$ cat config.mk
export PLATFORM = sky130hd
export DESIGN_NAME = uart_tx
export DESIGN_NICKNAME = d
export VERILOG_FILES = /design/src/rtl/uart_pkg.sv /design/src/rtl/uart_tx_fifo.sv /design/src/rtl/uart_tx.sv
export SDC_FILE = /design/constraint.sdc
export NUM_CORES = 1
export LEC_CHECK = 0
export ABC_CLOCK_PERIOD_IN_PS = 7900
export CORE_MARGIN = 1
export CORE_UTILIZATION = 30
export CTS_BUF_LIST = sky130_fd_sc_hd__clkbuf_8
export CTS_CLUSTER_DIAMETER = 60
export CTS_CLUSTER_SIZE = 24
export DETAILED_ROUTE_END_ITERATION = 7
export PLACE_DENSITY_LB_ADDON = 0.1
export SLEW_MARGIN = 20
export SYNTH_ARGS = -nofsm -noshare
export SYNTH_HDL_FRONTEND = slang
export SYNTH_SLANG_ARGS = --single-unit
export TNS_END_PERCENT = 30
$ cat constraint.sdc
create_clock -name clock -period 7.9 [get_ports clock]
set_clock_uncertainty 0.1 [all_clocks]
set_input_delay 1.185 -clock clock [delete_from_list [all_inputs] [get_ports clock]]
set_output_delay 1.185 -clock clock [all_outputs]
set_load 0.02 [all_outputs]
$ cat src/rtl/uart_pkg.sv
// Shared definitions for the UART transmitter: FSM states, parameter defaults
// and the data width.
package uart_pkg;

  localparam int unsigned CLKS_PER_BIT_DEFAULT = 347;
  localparam int unsigned FIFO_DEPTH_DEFAULT   = 4;
  localparam int unsigned DATA_W               = 8;

  typedef enum logic [1:0] {
    IDLE,
    START,
    DATA,
    STOP
  } tx_state_e;

endpackage

$ cat src/rtl/uart_tx_fifo.sv
// Transmit byte FIFO: synchronous write and read, combinational head output,
// full/empty/count status. A write while full is accepted only alongside a read.
module uart_tx_fifo
  import uart_pkg::*;
#(
  parameter  int unsigned DEPTH = FIFO_DEPTH_DEFAULT,
  localparam int unsigned PTR_W = $clog2(DEPTH)
) (
  input  logic              clock,
  input  logic              reset,
  input  logic              wr_en_i,
  input  logic [DATA_W-1:0] wr_data_i,
  input  logic              rd_en_i,
  output logic [DATA_W-1:0] rd_data_o,
  output logic              full_o,
  output logic              empty_o,
  output logic [PTR_W:0]    count_o
);

  localparam logic [PTR_W:0] DEPTH_C = (PTR_W+1)'(DEPTH);

  logic [DATA_W-1:0] mem_q [DEPTH];
  logic [PTR_W-1:0]  wr_ptr_q, wr_ptr_d;
  logic [PTR_W-1:0]  rd_ptr_q, rd_ptr_d;
  logic [PTR_W:0]    count_q, count_d;
  logic              do_wr, do_rd;

  assign full_o    = (count_q == DEPTH_C);
  assign empty_o   = (count_q == '0);
  assign count_o   = count_q;
  assign rd_data_o = mem_q[rd_ptr_q];

  assign do_rd    = rd_en_i & ~empty_o;
  assign do_wr    = wr_en_i & (~full_o | do_rd);
  assign wr_ptr_d = do_wr ? wr_ptr_q + 1'b1 : wr_ptr_q;
  assign rd_ptr_d = do_rd ? rd_ptr_q + 1'b1 : rd_ptr_q;

  // NOTE: always_comb assigns every output a default first, so no path can infer a latch.
  always_comb begin
    count_d = count_q;
    if (do_wr && !do_rd)      count_d = count_q + 1'b1;
    else if (do_rd && !do_wr) count_d = count_q - 1'b1;
  end

  // NOTE: storage is not reset; the pointers and count alone define which entries are valid.
  always_ff @(posedge clock) begin
    if (do_wr) mem_q[wr_ptr_q] <= wr_data_i;
  end

  // NOTE: sequential state uses non-blocking assignments so every register samples pre-edge values.
  always_ff @(posedge clock or posedge reset) begin
    if (reset) begin
      wr_ptr_q <= '0;
      rd_ptr_q <= '0;
      count_q  <= '0;
    end else begin
      wr_ptr_q <= wr_ptr_d;
      rd_ptr_q <= rd_ptr_d;
      count_q  <= count_d;
    end
  end

endmodule

$ cat src/rtl/uart_tx.sv
// 8N1 UART transmitter with an edge-triggered enqueue port and a small byte FIFO;
// frames run back to back with one idle cycle between them.
module uart_tx
  import uart_pkg::*;
#(
  parameter int unsigned CLKS_PER_BIT = CLKS_PER_BIT_DEFAULT,
  parameter int unsigned FIFO_DEPTH   = FIFO_DEPTH_DEFAULT
) (
  input  logic              clock,
  input  logic              reset,
  input  logic              tx_start,
  input  logic [DATA_W-1:0] tx_data,
  output logic              tx_busy,
  output logic              tx_clear_req,
  output logic              tx_overflow,
  output logic              ser_tx
);

  localparam int unsigned PTR_W     = $clog2(FIFO_DEPTH);
  localparam logic [15:0] BAUD_LAST = 16'(CLKS_PER_BIT - 1);

  tx_state_e         state_q, state_d;
  logic [15:0]       baud_q, baud_d;
  logic [2:0]        bit_q, bit_d;
  logic [DATA_W-1:0] shift_q, shift_d;
  logic              tx_start_q;
  logic              clear_q, clear_d;
  logic              overflow_q, overflow_d;

  logic              push, pop;
  logic              fifo_full, fifo_empty;
  logic [DATA_W-1:0] fifo_head;
  logic [PTR_W:0]    fifo_count;

  assign push = tx_start & ~tx_start_q;
  assign pop  = (state_q == IDLE) & ~fifo_empty;

  // A full FIFO still takes the byte when the same edge pops the head.
  assign overflow_d = overflow_q | (push & fifo_full & ~pop);

  assign tx_busy      = (state_q != IDLE) | (fifo_count != '0);
  assign tx_clear_req = clear_q;
  assign tx_overflow  = overflow_q;

  uart_tx_fifo #(
    .DEPTH(FIFO_DEPTH)
  ) u_fifo (
    .clock     (clock),
    .reset     (reset),
    .wr_en_i   (push),
    .wr_data_i (tx_data),
    .rd_en_i   (pop),
    .rd_data_o (fifo_head),
    .full_o    (fifo_full),
    .empty_o   (fifo_empty),
    .count_o   (fifo_count)
  );

  always_comb begin
    state_d = state_q;
    baud_d  = baud_q;
    bit_d   = bit_q;
    shift_d = shift_q;
    clear_d = 1'b0;
    ser_tx  = 1'b1;
    unique case (state_q)
      IDLE: begin
        if (pop) begin
          shift_d = fifo_head;
          baud_d  = '0;
          bit_d   = '0;
          state_d = START;
        end
      end
      START: begin
        ser_tx = 1'b0;
        if (baud_q == BAUD_LAST) begin
          baud_d  = '0;
          state_d = DATA;
        end else begin
          baud_d = baud_q + 16'd1;
        end
      end
      DATA: begin
        ser_tx = shift_q[0];
        if (baud_q == BAUD_LAST) begin
          baud_d  = '0;
          shift_d = shift_q >> 1;
          if (bit_q == 3'd7) state_d = STOP;
          else               bit_d   = bit_q + 3'd1;
        end else begin
          baud_d = baud_q + 16'd1;
        end
      end
      STOP: begin
        if (baud_q == BAUD_LAST) begin
          baud_d  = '0;
          clear_d = 1'b1;
          state_d = IDLE;
        end else begin
          baud_d = baud_q + 16'd1;
        end
      end
      default: state_d = IDLE;
    endcase
  end

  always_ff @(posedge clock or posedge reset) begin
    if (reset) begin
      state_q    <= IDLE;
      baud_q     <= '0;
      bit_q      <= '0;
      shift_q    <= '0;
      tx_start_q <= 1'b0;
      clear_q    <= 1'b0;
      overflow_q <= 1'b0;
    end else begin
      state_q    <= state_d;
      baud_q     <= baud_d;
      bit_q      <= bit_d;
      shift_q    <= shift_d;
      tx_start_q <= tx_start;
      clear_q    <= clear_d;
      overflow_q <= overflow_d;
    end
  end

endmodule

Word-level counts from Yosys, hierarchy flattened
Memory sizes are Yosys's and may differ from the RTL's.
Index checks and enable logic that the tools add are counted.
{ "totals": {"ff_bits": 39, "latch_bits": 0, "mem_bits_rw": 32, "rom_bits": 0, "inputBits": 11, "out_inout_bits": 4, "wordCells": 79, "n_memories": 1} }
{ "mem_list": {"columns": ["memory", "words", "word_bits", "rd", "rd_clocked_by_memory_dff", "wr", "line_no", "source"], "rows": [
  ["u_fifo.mem_q", 4, 8, 1, 0, 1, "uart_tx_fifo.sv:22", "logic [DATA_W-1:0] mem_q [DEPTH];"]
]} }
{ "classes": {"addsub": 6, "mul": 0, "n_div": 0, "magnitude_cmp": 0, "n_eq_ne": 12, "n_shift": 0, "mux": 23, "n_bitwise": 13, "n_reduce_logical": 14} }
{ "ops": {"columns": ["operator", "n"], "rows": [
  ["2-to-1 mux 16 bit", 2],
  ["case mux 16 bit (2 select lines)", 1],
  ["adder 16 x 1 -> 16 bit (second input constant)", 1],
  ["equality test 16 x 9 -> 1 bit (second input constant)", 1],
  ["2-to-1 mux 8 bit", 2],
  ["case mux 8 bit (2 select lines)", 1],
  ["2-to-1 mux 3 bit", 5],
  ["inequality test 2 bit (second input constant)", 6],
  ["2-to-1 mux 2 bit", 5],
  ["case mux 2 bit (4 select lines)", 1],
  ["adder 3 x 1 -> 3 bit (second input constant)", 2],
  ["AND 1 bit", 6],
  ["equality test 3 bit (second input constant)", 2],
  ["case mux 3 bit (2 select lines)", 1],
  ["nonzero test 2 bit", 3],
  ["AND reduction 5 bit", 1],
  ["adder 2 x 1 -> 2 bit (second input constant)", 2],
  ["equality test 2 bit (second input constant)", 2],
  ["2-to-1 mux 1 bit", 4],
  ["inverter 1 bit", 4],
  ["AND reduction 4 bit", 1],
  ["zero test 3 bit", 1],
  ["bitwise OR 1 bit", 3],
  ["AND reduction 3 bit", 1],
  ["8 further kinds", 10]
]} }

Logic depth before layout (Yosys ltp)
Gate-level depths: netlist of the first run.
{ "logic_depth": {"ltp_word": 10, "mapped_depth": 10, "mapped_depth_nobuf": 10} }

Modules after synthesis
From an unflattened synthesis of the first run, not the netlist that was laid out.
{ "unflattened": {"hier_cells": 312, "hier_area_um2": 3704.8} }
{ "by_module_without_submodules": {"columns": ["module", "n_inst", "cells_each", "area_each_um2", "seq_area_each_um2"], "rows": [
  ["uart_tx", 1, 234, 2109.5, 800.8],
  ["uart_tx_fifo", 1, 78, 1595.3, 1136.1]
]} }

Least setup slack after synthesis of the first run
OpenSTA, ideal clock, no wires.
{ "synth_path": {"path_kind": "input to register", "start": "input port tx_start", "end": "register u_fifo.count_q[2], in the netlist u_fifo.count_o[2]", "setup_time_ps": 79, "arrival_time_ps": 2770, "required_time_ps": 7721, "slack_ps": 4951, "stages": 7, "path_buffers": 0, "cell_sequence": "nor3b_1 > ha_1 > inv_1 > fa_1 > xor2_1 > nor2_1 > xor2_1"} }
{ "synth_between": {"elab_chain_len": 5, "word_cells_on_any_way": 7, "classes_between": "mux (1); bitwise (2); reduce/logical (4)"} }
{ "synth_rtl": {"columns": ["item", "line_no", "source"], "rows": [
  ["from (decl)", "uart_tx.sv:11", "input logic tx_start,"],
  ["AND 1 bit *", "uart_tx.sv:35", "assign push = tx_start & ~tx_start_q;"],
  ["AND 1 bit *", "uart_tx_fifo.sv:34", "assign do_wr = wr_en_i & (~full_o | do_rd);"],
  ["zero test 1 bit", "uart_tx_fifo.sv:42", "else if (do_rd && !do_wr) count_d = count_q - 1'b1;"],
  ["logical AND 1 bit", "uart_tx_fifo.sv:42", null],
  ["nonzero test 2 bit (no source line)", null, null],
  ["to (signal assigned)", "uart_tx_fifo.sv:59", "count_q <= count_d;"],
  ["to (decl)", "uart_tx_fifo.sv:25", "logic [PTR_W:0] count_q, count_d;"]
]} }
Mark *: on every way between the ends. The rest lies on a longest branch, timed or not.
A chain may end at the register's enable or synchronous reset.

Final worst setup path of the first run
{ "layout_path": {"start": "register state_q[0]", "end": "output port tx_busy"} }
{ "layout_between": {"elab_chain_len": 2} }
{ "layout_rtl": {"columns": ["item", "line_no", "source"], "rows": [
  ["from (decl)", "uart_tx.sv:22", "tx_state_e state_q, state_d;"],
  ["from (signal assigned)", "uart_tx.sv:118", "state_q <= state_d;"],
  ["nonzero test 2 bit", "uart_tx.sv:41", "assign tx_busy = (state_q != IDLE) | (fifo_count != '0);"],
  ["bitwise OR 1 bit", "uart_tx.sv:41", null],
  ["to (decl)", "uart_tx.sv:13", "output logic tx_busy,"]
]} }
No other way between the ends.

==> results, run 1 <==
- The cell taking the most area after synthesis is dfrtp_1.
- The kind of end point of the critical path is an output pin.
- The cell at the root of the clock tree is clkbuf_8.
- Each instance of the synthesized netlist takes up on average 13.1 um2.
- The critical path is of the reg2out type.
- Detailed routing placed a total of 3380 um of wire on met2.
- STA puts the critical path data arrival time at 3080 ps.
- For this design, the slowest cell found on the critical path is ha_1.
- Hold timing on the final database bottoms out at a slack of 376 ps.
- By area the synthesized netlist is led by dfrtp_1 (28%), edfxtp_1 (28%), mux4_2 (5.2%).
- The last weighted congestion value of the routability-driven placer is 0.753.
- The number of cells on the worst reg-to-reg path is 10.
- In the final layout, the share of cells above drive strength 1 is 13.1%.
- The launching element type of the critical path is a flip-flop.
- The total buffers and inverters traversed by the critical path is 4.
- The worst hold path class is reg2reg.
- The clock net in this run drives a total of 71 sinks.
- The number of iterations in the first detailed-routing pass is 4.
- In the final routing, the length of wire on met1 measures 3290 um.
- The post-route non-filler standard cell count is 423.
- The worst slack at placement is 3870 ps.
- The maximum number of pins on one net before global-route repair is 40.
- The wire length on met3 is 193 um.
- Summed over all layers, the routed wires come to 6950 um.
- The total setup buffers inserted after CTS is 0.
- The share of async-settable or async-resettable flops after synthesis is 54.9%.
- For this run, the total global-route usage over all layers was measured as 13.2%.
- Leaving out fill and tap cells, the most frequent cells in the layout are dfrtp_1 (39), edfxtp_1 (32), nand2_1 (14), ha_1 (14), clkdlybuf4s50_1 (14).
- The share of synthesized area in the top cell type comes to 28.4%.
- The max-slew violation count came to 0.
- Gates resized during post-CTS repair numbered 0.
- Among all flip-flop cells after synthesis, the most frequent one is dfrtp_1.
- Walking the worst path, the cells encountered are inv_1 -> ha_1 -> nor4b_2 -> buf_4 -> inv_1 -> clkdlybuf4s50_1.
- The area enclosed by the die boundary is 0.0119 mm2.
- The CTS tree is yes.
- Dividing the detail-routed wire length by the instance count gives 16.4 um.
- Of all nets on the critical path, the largest fanout is 24.
- The area growth from synthesis to layout is 13.8%.
- The highest layer touched by signal routing is met4.
- The flow ran to the end, and the final reports show no timing, DRC or antenna violations.
- Setup repair after global routing left no endpoint under its margin.
- The first global-routing pass estimated 11,500 um of wire.
- The net count after synthesis is 288.
- The number of antenna violations at the first check in global routing is 0.
- For this run, the top clock speed supported by timing is 0.229 GHz.
- In this run the count of I/O pins placed on the die edge is 15.
- The number of placement rows is 38.
- For this design, the CTS-stage hold fixing added 0 buffers.
- IR analysis of the VDD net gives a maximum drop of 0.117 mV.
- Of the available clock period, the critical path in the final layout requires 55.3%.
- Counting stages on the worst path, the most repeated cell is inv_1.
- The via count normalized by instance count is 5.06.
- The worst hold path stage count is 1.
- The total overflow reported by the global router is 0.
- In this design, the stage delay of the slowest critical-path cell is 750 ps.
- For this run, the post-layout net count is 304.
- During synthesis, Yosys emitted a total of 0 warnings.
- In the synthesized netlist, the number of instances is 262.
- Summed over all failing endpoints, the final setup total negative slack is 0 ps.
- After layout, the minimum clock period comes to 4370 ps.
- The critical path crosses 6 cells after its start point.
- The total half-perimeter wirelength after legalization and detailed placement is 4620 um.
- The worst setup margin is 3530 ps.
- The floorplan die height is 109 um.
- The number of enable-type register cells in the synthesized netlist is 32.
- The effective utilization at floorplan is 31.2%.
- The number of global-route vias before repair is 2,259.
- The total of endpoints with negative setup slack in the final report is 0.
- Port buffering added 14 buffers.
- Cells fill 35.5% of the core in the end.
- The number of max-cap violations is 0.
- At the pin with the least slew margin, the transition time is 881 ps.
- The cell area that synthesis handed to floorplanning was 0.00344 mm2.
- The repair_antennas step left the layout with diodes totalling 0.
- The worst max-slew margin expressed relative to the limit is 41.2%.
- The clock input transition at the sequential cells of the worst setup and hold paths is 80 ps.
- The later pin in the worst-skew pair is clocked with a latency of 360 ps.
- The die is 109 um wide.
- The H-tree generated during clock tree synthesis spans 3 levels.
- In the routed design, unresolved DRC markers number 0.
- The routed layout has 2,140 vias.
- The commonest non-fill, non-tap cell in the layout is dfrtp_1.
- Grouping stages by cell kind, the critical path spends the most delay in buffers and inverters.
- Of the synthesized area, sequential elements account for 56.3%.
- The required time of the critical path is 6610 ps.
- Counting flops and latches in the post-synthesis netlist gives 71.
- The number of antenna-violating nets in the routed design is 0.
- The number of violations reported at the end of detailed-routing iteration 0 is 74.
- The clock tree buffer depth is 2.
- The unique cell type count in the Yosys netlist is 55.
- The analysis attributes to cell leakage a power of 1.49 nW.
- The number of CTS-inserted buffers is 9.
- The total power per unit cell area is 321 mW/mm2.
- The core footprint is 0.0110 mm2.
- The number of endpoints with negative hold slack in the final report is 0.
- Including well taps, the total number of placed cells is 407.
[cells in the mapped netlist (2+ instances only)]
master / number
nor3_1: 7
mux2_2: 2
a22o_1: 3
nand4_1: 2
o21a_1: 2
o21ai_1: 3
nand2b_1: 4
nor2_1: 8
and4_1: 4
a21oi_1: 3
or4_1: 2
a21o_1: 3
and2_1: 5
buf_6: 2
dfrtp_1: 39
o22a_1: 4
and3_1: 3
nand3_1: 6
o31ai_1: 7
or3_1: 2
edfxtp_1: 32
mux4_2: 8
clkbuf_1: 7
nand2_1: 14
a31oi_1: 2
nor4_1: 4
or4b_1: 2
buf_2: 2
o311ai_1: 2
a211oi_1: 3
o21ai_0: 5
a22oi_1: 7
ha_1: 14
xor2_1: 3
nor4b_1: 5
xnor2_1: 3
o2bb2ai_1: 9
inv_1: 12
[power by group]
part	leakage, nW	internal [mW]	total [mW]	switching [mW]
sequential	0.794	0.465	0.541	0.0766
clock	0.0972	0.146	0.296	0.150
combinational	0.599	0.194	0.419	0.225
[sequential cells by signal (all words and copies together) (netlist names)]
signal,flops
baud_q,16
tx_overflow,1
tx_start_q,1
u_fifo.mem_q,32
u_fifo.count_o,3
u_fifo.wr_ptr_q,2
state_q,2
tx_clear_req,1
bit_q,3
shift_q,8
u_fifo.rd_ptr_q,2
[metal layers]
| layer | vias up | track usage, % |
|---|---|---|
| li1 | 1048 | - |
| met1 | 1059 | 16.4 |
| met2 | 26 | 21.9 |
| met3 | 7 | 3.89 |
| met4 | 0 | 4.63 |
| met5 | - | 0 |
[stage by stage]
| step | total power, mW | area [um2] |
|---|---|---|
| floorplan | 0.855 | 3440 |
| global placement | 0.980 | 3720 |
| detailed placement | 0.978 | 3720 |
| CTS | 1.28 | 3920 |
| global route | 1.35 | 3920 |
| finish | 1.26 | 3920 |
[cells by family after synthesis]
logic type,synth area share (%)
compound gates,12.6
fa+ha+maj,5.67
flops,56.3
buf+inv,3.24
mux,6.22
simple gates,14.5
xor+xnor,1.53
[area by class of cell]
cell class | instances | area [um2]
inverter | 12 | 45.0
sequential | 71 | 1940
timing repair buffer | 17 | 163
clock inverter | 7 | 72.6
tap | 140 | 175
fill | 1111 | 7110
clock buffer | 9 | 124
multi-input combinational | 167 | 1400
[worst paths after layout]
kind / from / to / slack (ps)
worst max-delay path: state_q[0] / tx_busy / 3530
worst min register to register: tx_overflow / tx_overflow / 380
max in group asynchronous: reset / bit_q[2] / 6190
worst max register to register: state_q[0] / u_fifo.count_o[2] / 4400
min in group asynchronous: reset / baud_q[4] / 1150
worst min-delay path: tx_overflow / tx_overflow / 380
[worst reg2reg max path, delay by kind of cell, from the launching register on]
family        cells  cell delay, ps
xor+xnor          2             320
fa+ha+maj         3            1430
buf+inv           2             180
flops             1             420
simple gates      3            1000
Note: power is estimated with default switching activity, not from simulation.
==> run 2: changes to the inputs <==
--- a/config.mk
+++ b/config.mk
@@ -5,7 +5,7 @@
 export SDC_FILE = /design/constraint.sdc
 export NUM_CORES = 1
 export LEC_CHECK = 0
-export ABC_CLOCK_PERIOD_IN_PS = 7900
+export ABC_CLOCK_PERIOD_IN_PS = 4000
 export CORE_MARGIN = 1
 export CORE_UTILIZATION = 30
 export CTS_BUF_LIST = sky130_fd_sc_hd__clkbuf_8
==> constraint.sdc (replaced) <==
create_clock -name clock -period 4 [get_ports clock]
set_clock_uncertainty 0.1 [all_clocks]
set_input_delay 0.6 -clock clock [delete_from_list [all_inputs] [get_ports clock]]
set_output_delay 0.6 -clock clock [all_outputs]
set_load 0.02 [all_outputs]
==> run 2 against run 1 <==
  * Sequential cell count unchanged
  * Non-clock buffer count is 3 higher
  * Die area did not move
  * Register-to-register slack got worse by 3300 ps
  * Critical path type unchanged
  * Highest routed layer unchanged
==> results, run 2 (synthesis results as in run 1) <==
- Outcome: finished, final reports clean (unchanged).
- The via count normalized by instance count is 5.11 (was 5.06).
- The data arrival time of the critical path is 2530 ps (was 3080 ps).
- The last weighted congestion value of the routability-driven placer is 0.731 (was 0.753).
- Derived from the worst setup path, the maximum achievable clock frequency is 0.309 GHz.
- The commonest non-fill, non-tap cell in the layout is dfrtp_1 (unchanged).
- The total setup buffers inserted after CTS is 0 (unchanged).
- The via count is 2,175 (was 2,140).
- The number of global-route vias before repair is 2,226 (was 2,259).
- The cell at the root of the clock tree is clkbuf_8 (unchanged).
- Of the available clock period, the critical path in the final layout requires 80.8%.
- The clock tree buffer depth is 2 (unchanged).
- The hold slack is 382 ps (was 376 ps).
- The launching element type of the critical path is a flip-flop (unchanged).
- The worst max-slew margin expressed relative to the limit is 46.9% (was 41.2%).
- The remaining routing DRC violations is 0 (unchanged).
- The aggregate routed wire length is 6800 um (was 6950 um).
- The number of filler instances in the final layout was 1,093 (was 1,111).
- The number of antenna violations at the first check in global routing is 0 (unchanged).
- Registers with the highest flip-flop counts: u_fifo.mem_q (32), baud_q (16), shift_q (8) (unchanged).
- The number of inserted diodes came to 0 (unchanged).
- The worst slack at placement is 850 ps (was 3870 ps).
- The quantity of gates resized following cts is 0 (unchanged).
- The CTS tree is yes (unchanged).
- The sum of negative setup slack is 0 ps (unchanged).
- The multi-input logic area is 0.00140 mm2 (unchanged).
- Highest-count cells in the layout ignoring fill and taps: dfrtp_1 (39), edfxtp_1 (32), nand2_1 (14), ha_1 (14), clkdlybuf4s50_1 (14) (unchanged).
- The total track usage is 13.0% (was 13.2%).
- The number of antenna-violating nets in the routed design came to 0 (unchanged).
- The kind of end point of the critical path is an output pin (unchanged).
- The I/O pin count is 15 (unchanged).
- The largest vdd supply drop is 0.265 mV (was 0.117 mV).
- The number of flip-flops in the largest register is 32 (unchanged).
- The clock input transition at the sequential cells of the worst setup and hold paths is 80 ps (about the same).
- The count of H-tree levels built during CTS is 3 (unchanged).
- The share of final-layout standard cells stronger than drive strength 1 is 14.3% (was 13.1%).
- The leakage component of the power came to 1.50 nW (was 1.49 nW).
- The number of CTS-inserted buffers is 9 (unchanged).
- The flip-flop and latch area was 0.00194 mm2 (unchanged).
- The floorplan die height is 109 um (unchanged).
- The number of iterations in the first detailed-routing pass was 4 (unchanged).
- The maximum fanout along the worst path is 13 (was 24).
- The total overflow reported by the global router came to 0 (unchanged).
- The number of endpoints with negative hold slack in the final report is 0 (unchanged).
- The core footprint came to 0.0110 mm2 (unchanged).
- The number of max-cap violations is 0 (unchanged).
- The cts-stage hold buffer count is 0 (unchanged).
- The wire length per cell is 16.0 um (was 16.4 um).
- The max-slew violation count is 0 (unchanged).
- The number of buffer cells added on primary ports is 14 (unchanged).
- The required time of the critical path came to 3300 ps (was 6610 ps).
- The worst hold path class is reg2reg (unchanged).
- The worst setup margin is 769 ps (was 3530 ps).
- The number of clock sinks is 71 (unchanged).
- The total of endpoints with negative setup slack in the final report is 0 (unchanged).
- The path type of the worst setup path is reg2out (unchanged).
- Setup repair after global routing missed its margin: no (unchanged).
- The total power per unit cell area is 630 mW/mm2 (was 321 mW/mm2).
- The insertion delay of the later-clocked pin in the worst-skew pair is 350 ps (was 360 ps).
- The register with the most flip-flops is u_fifo.mem_q (unchanged).
- The total half-perimeter wirelength after legalization and detailed placement is 4610 um (was 4620 um).
- The first-pass GRT wire length is 11,400 um (was 11,500 um).
- The worst-margin pin slew came to 795 ps (was 881 ps).
- The layout net count is 307 (was 304).
- The maximum number of pins on one net before global-route repair is 27 (was 40).
- The effective utilization at floorplan was 31.2% (unchanged).
- The area growth from synthesis to layout is 14.3% (was 13.8%).
- The floorplan die width is 109 um (unchanged).
- The number of placement rows is 38 (unchanged).
- The number of violations reported at the end of detailed-routing iteration 0 is 105 (was 74).
- The post-layout minimum cycle time is 3230 ps.
- The area enclosed by the die boundary is 0.0119 mm2 (unchanged).
[run 2: changes by cell type in the layout (fill, tap and decap cells not counted)]
cell / previous run / this run
inv_1: 12 / 11
inv_2: 0 / 1
clkinv_2: 1 / 2
inv_6: 1 / 2
clkinv_4: 2 / 0
buf_4: 3 / 6
[run 2: path summary, 6_finish.rpt]
| kind | slack [ps] | cells after the start | to | startpoint |
|---|---|---|---|---|
| setup / recovery | 770 | 6 | tx_busy | state_q[0] |
| hold / removal | 380 | 1 | tx_overflow | tx_overflow |
| setup reg to reg | 1070 | 10 | u_fifo.count_o[2] | state_q[0] |
| hold reg to reg | 380 | 1 | tx_overflow | tx_overflow |
| max in group asynchronous | 2730 | 3 | baud_q[5] | reset |
| min in group asynchronous | 520 | 2 | tx_overflow | reset |
[run 2: per-layer routing]
metal | GRT usage (%) | routed length, um | vias up
met1 | 16.3 | 3260 | 1080
met3 | 3.77 | 210 | 9
li1 | - | - | 1052
met4 | 5.50 | 104 | 0
met5 | 0 | 0 | -
met2 | 20.9 | 3230 | 34
[run 2: cell type report]
cell class	instances	share of cell area (%)
inverters	12	1.14
clock inverters	7	1.75
flip-flops and latches	71	49.2
well taps	140	4.45
repair buffers	20	4.71
multi-input cells	167	35.6
clock buffers	9	3.15
[run 2: worst max-delay path, cell delays in order, from the launching register on]
cell	delay (ps)
dfrtp_1	400
inv_1	90
ha_1	260
nor4b_2	180
buf_4	190
inv_1	370
clkdlybuf4s50_1	690
[run 2: power breakdown]
group          leakage (nW)  total (mW)  internal, mW  switching, mW
Sequential            0.794        1.07         0.918          0.151
Clock                0.0974       0.572         0.288          0.284
Combinational         0.613       0.840         0.389          0.451
[run 2: metrics by stage]
step / utilization (%) / instance area, um2 / power (mW) / std cells
global route: 35.7 / 3940 / 2.65 / 426
floorplan: - / 3440 / 1.69 / 262
CTS: 35.7 / 3940 / 2.52 / 426
global placement: 33.9 / 3740 / 1.94 / 410
finish: 35.7 / 3940 / 2.48 / 426
detailed placement: 33.9 / 3740 / 1.94 / 410
==> run 3: changes to the inputs <==
--- a/config.mk
+++ b/config.mk
@@ -5,7 +5,7 @@
 export SDC_FILE = /design/constraint.sdc
 export NUM_CORES = 1
 export LEC_CHECK = 0
-export ABC_CLOCK_PERIOD_IN_PS = 4000
+export ABC_CLOCK_PERIOD_IN_PS = 2600
 export CORE_MARGIN = 1
 export CORE_UTILIZATION = 30
 export CTS_BUF_LIST = sky130_fd_sc_hd__clkbuf_8
==> constraint.sdc (replaced) <==
create_clock -name clock -period 2.6 [get_ports clock]
set_clock_uncertainty 0.1 [all_clocks]
set_input_delay 0.39 -clock clock [delete_from_list [all_inputs] [get_ports clock]]
set_output_delay 0.39 -clock clock [all_outputs]
set_load 0.02 [all_outputs]
==> run 3 against run 2 <==
  * Clock-buffer cell count stayed put
  * Global-route usage is 1.1 points higher
  * Non-clock buffer count is 7 higher
  * Core utilization is 0.76 points higher
  * Routed wire length is 5.5% higher
  * Combinational power is 61% higher
  * Hold slack worse by 25 ps
  * Sequential cell count stayed put
  * Largest cell class unchanged
  * Largest power group unchanged
  * Highest routed layer unchanged
==> results, run 3 (synthesis results as in run 1) <==
- The insertion delay of the later-clocked pin in the worst-skew pair is 360 ps (was 350 ps).
- The total track usage is 14.1% (was 13.0%).
- The number of antenna violations at the first check in global routing was 0 (unchanged).
- The area enclosed by the die boundary is 0.0119 mm2 (unchanged).
- The final clock period utilization by the worst path is 96.0%.
- The max-slew violation count came to 0 (unchanged).
- The layout net count is 314 (was 307).
- The CTS tree was yes (unchanged).
- The via count is 2,238 (was 2,175).
- The number of iterations in the first detailed-routing pass is 4 (unchanged).
- The number of endpoints with negative hold slack in the final report is 0 (unchanged).
- The core footprint was 0.0110 mm2 (unchanged).
- The count of H-tree levels built during CTS is 3 (unchanged).
- The number of violations reported at the end of detailed-routing iteration 0 is 114 (was 105).
- The effective utilization at floorplan came to 31.2% (unchanged).
- The register with the most flip-flops was u_fifo.mem_q (unchanged).
- The number of CTS-inserted buffers was 9 (unchanged).
- The overall power after layout is 3.92 mW (was 2.48 mW).
- The floorplan die height is 109 um (unchanged).
- The kind of end point of the critical path was an output pin (unchanged).
- Highest-count cells in the layout ignoring fill and taps: dfrtp_1 (39), edfxtp_1 (32), nand2_1 (14) (was dfrtp_1 (39), edfxtp_1 (32), nand2_1 (14), ha_1 (14), clkdlybuf4s50_1 (14)).
- The required time of the critical path was 2110 ps (was 3300 ps).
- The floorplan die width was 109 um (unchanged).
- The launching element type of the critical path is a flip-flop (unchanged).
- The total of endpoints with negative setup slack in the final report was 0 (unchanged).
- Outcome: finished, final reports clean (unchanged).
- Registers with the highest flip-flop counts: u_fifo.mem_q (32), baud_q (16), shift_q (8) (unchanged).
- The number of max-cap violations was 0 (unchanged).
- The first-pass GRT wire length is 12,300 um (was 11,400 um).
- The number of placement rows came to 38 (unchanged).
- The via count normalized by instance count is 5.17 (was 5.11).
- The number of flip-flops in the largest register was 32 (unchanged).
- The worst hold path class is in2async (was reg2reg).
- The number of cells on the worst reg-to-reg path was 9 (was 10).
- The total half-perimeter wirelength after legalization and detailed placement is 4880 um (was 4610 um).
- The startpoint of the most critical register-to-register path was state_q[0] (unchanged).
- For this run, the top clock speed supported by timing is 0.401 GHz.
- The number of instances in the placed design was 417 (was 410).
- The share of final-layout standard cells stronger than drive strength 1 was 16.7% (was 14.3%).
- The largest vdd supply drop is 0.513 mV (was 0.265 mV).
- The aggregate routed wire length is 7180 um (was 6800 um).
- The post-layout minimum cycle time is 2500 ps.
- The number of clock sinks is 71 (unchanged).
- The endpoint of the worst register-to-register path is u_fifo.count_o[1] (was u_fifo.count_o[2]).
- The slack of the worst reg-to-reg path is 140 ps (was 1070 ps).
- The final core utilization is 36.4% (was 35.7%).
- The leakage component of the power is 1.56 nW (was 1.50 nW).
- The maximum fanout along the worst path was 23 (was 13).
- The total overflow reported by the global router was 0 (unchanged).
- The remaining routing DRC violations was 0 (unchanged).
- The wire length per cell is 16.6 um (was 16.0 um).
- The cell at the root of the clock tree was clkbuf_8 (unchanged).
- The worst max-slew margin expressed relative to the limit came to 55.7% (was 46.9%).
- The post-route non-filler standard cell count came to 433 (was 426).
- The worst-margin pin slew is 660 ps (was 795 ps).
- The number of inserted diodes came to 0 (unchanged).
- The area growth from synthesis to layout is 16.8% (was 14.3%).
- The number of buffer cells added on primary ports is 14 (unchanged).
- The maximum number of pins on one net before global-route repair was 40 (was 27).
- The commonest non-fill, non-tap cell in the layout was dfrtp_1 (unchanged).
- The I/O pin count came to 15 (unchanged).
- The total setup buffers inserted after CTS was 0 (unchanged).
- The total power per unit cell area is 977 mW/mm2 (was 630 mW/mm2).
- The data arrival time of the critical path was 2010 ps (was 2530 ps).
- The number of antenna-violating nets in the routed design came to 0 (unchanged).
- Setup repair after global routing missed its margin: yes (was no).
- The number of global-route vias before repair came to 2,342 (was 2,226).
- The path type of the worst setup path is reg2out (unchanged).
- The clock input transition at the sequential cells of the worst setup and hold paths came to 80 ps (about the same).
- The last weighted congestion value of the routability-driven placer is 0.730 (was 0.731).
- The clock tree buffer depth is 2 (unchanged).
==> run 3: worst max-delay path by stage <==
stage                     startpoint           endpoint  depth (start not counted)
after floorplan           state_q[0]  u_fifo.count_o[2]                         10
after global placement    state_q[0]  u_fifo.count_o[1]                          9
after detailed placement    tx_start  u_fifo.count_o[2]                          8
after CTS                 state_q[1]            tx_busy                          6
after global routing      state_q[0]            tx_busy                          6
final                     state_q[1]            tx_busy                          6
==> run 3: cell type report <==
| class | instances | area [um2] |
|---|---|---|
| clock buffers | 9 | 124 |
| clock inverters | 7 | 78.8 |
| fillers | 1092 | 7010 |
| inverters | 12 | 45.0 |
| multi-input cells | 167 | 1420 |
| flip-flops and latches | 71 | 1940 |
| well taps | 140 | 175 |
| repair buffers | 27 | 243 |
==> run 3: power breakdown <==
| part | internal, mW | switching (mW) |
|---|---|---|
| Sequential | 1.41 | 0.241 |
| Clock | 0.457 | 0.470 |
| Combinational | 0.636 | 0.709 |
| Total | 2.51 | 1.42 |
==> run 3: metal layers <==
layer  wire [um]  global-route usage (%)  up-vias
li1            -                       -     1067
met1        3530                    19.0     1123
met2        3260                    21.2       41
met3         303                    5.20        7
met4          82                    4.05        0
met5           0                       0        -
==> run 3: per-stage QoR <==
step	setup TNS, ps	setup WS (ps)	instance area (um2)	hold slack (ps)
2_1_floorplan	0	37.1	3440	321
3_3_place_gp	0	95.2	3790	371
3_5_place_dp	0	102	3790	379
4_1_cts	0	25.0	4000	372
5_1_grt	-64.1	-35.3	4020	403
6_report	0	104	4020	357
==> run 3: timing repair <==
action                                  in CTS  in global routing
hold buffers                                 0                  0
endpoints found under the setup margin       1                  5
endpoints found under the hold margin        0                  0
resized for setup                            2                  4
==> run 3: critical path, cell delays in order, from the launching register on <==
cell	delay, ps
dfrtp_1	410
inv_1	130
ha_1	220
buf_6	220
nor4b_4	240
inv_1	100
dlygate4sd2_1	330
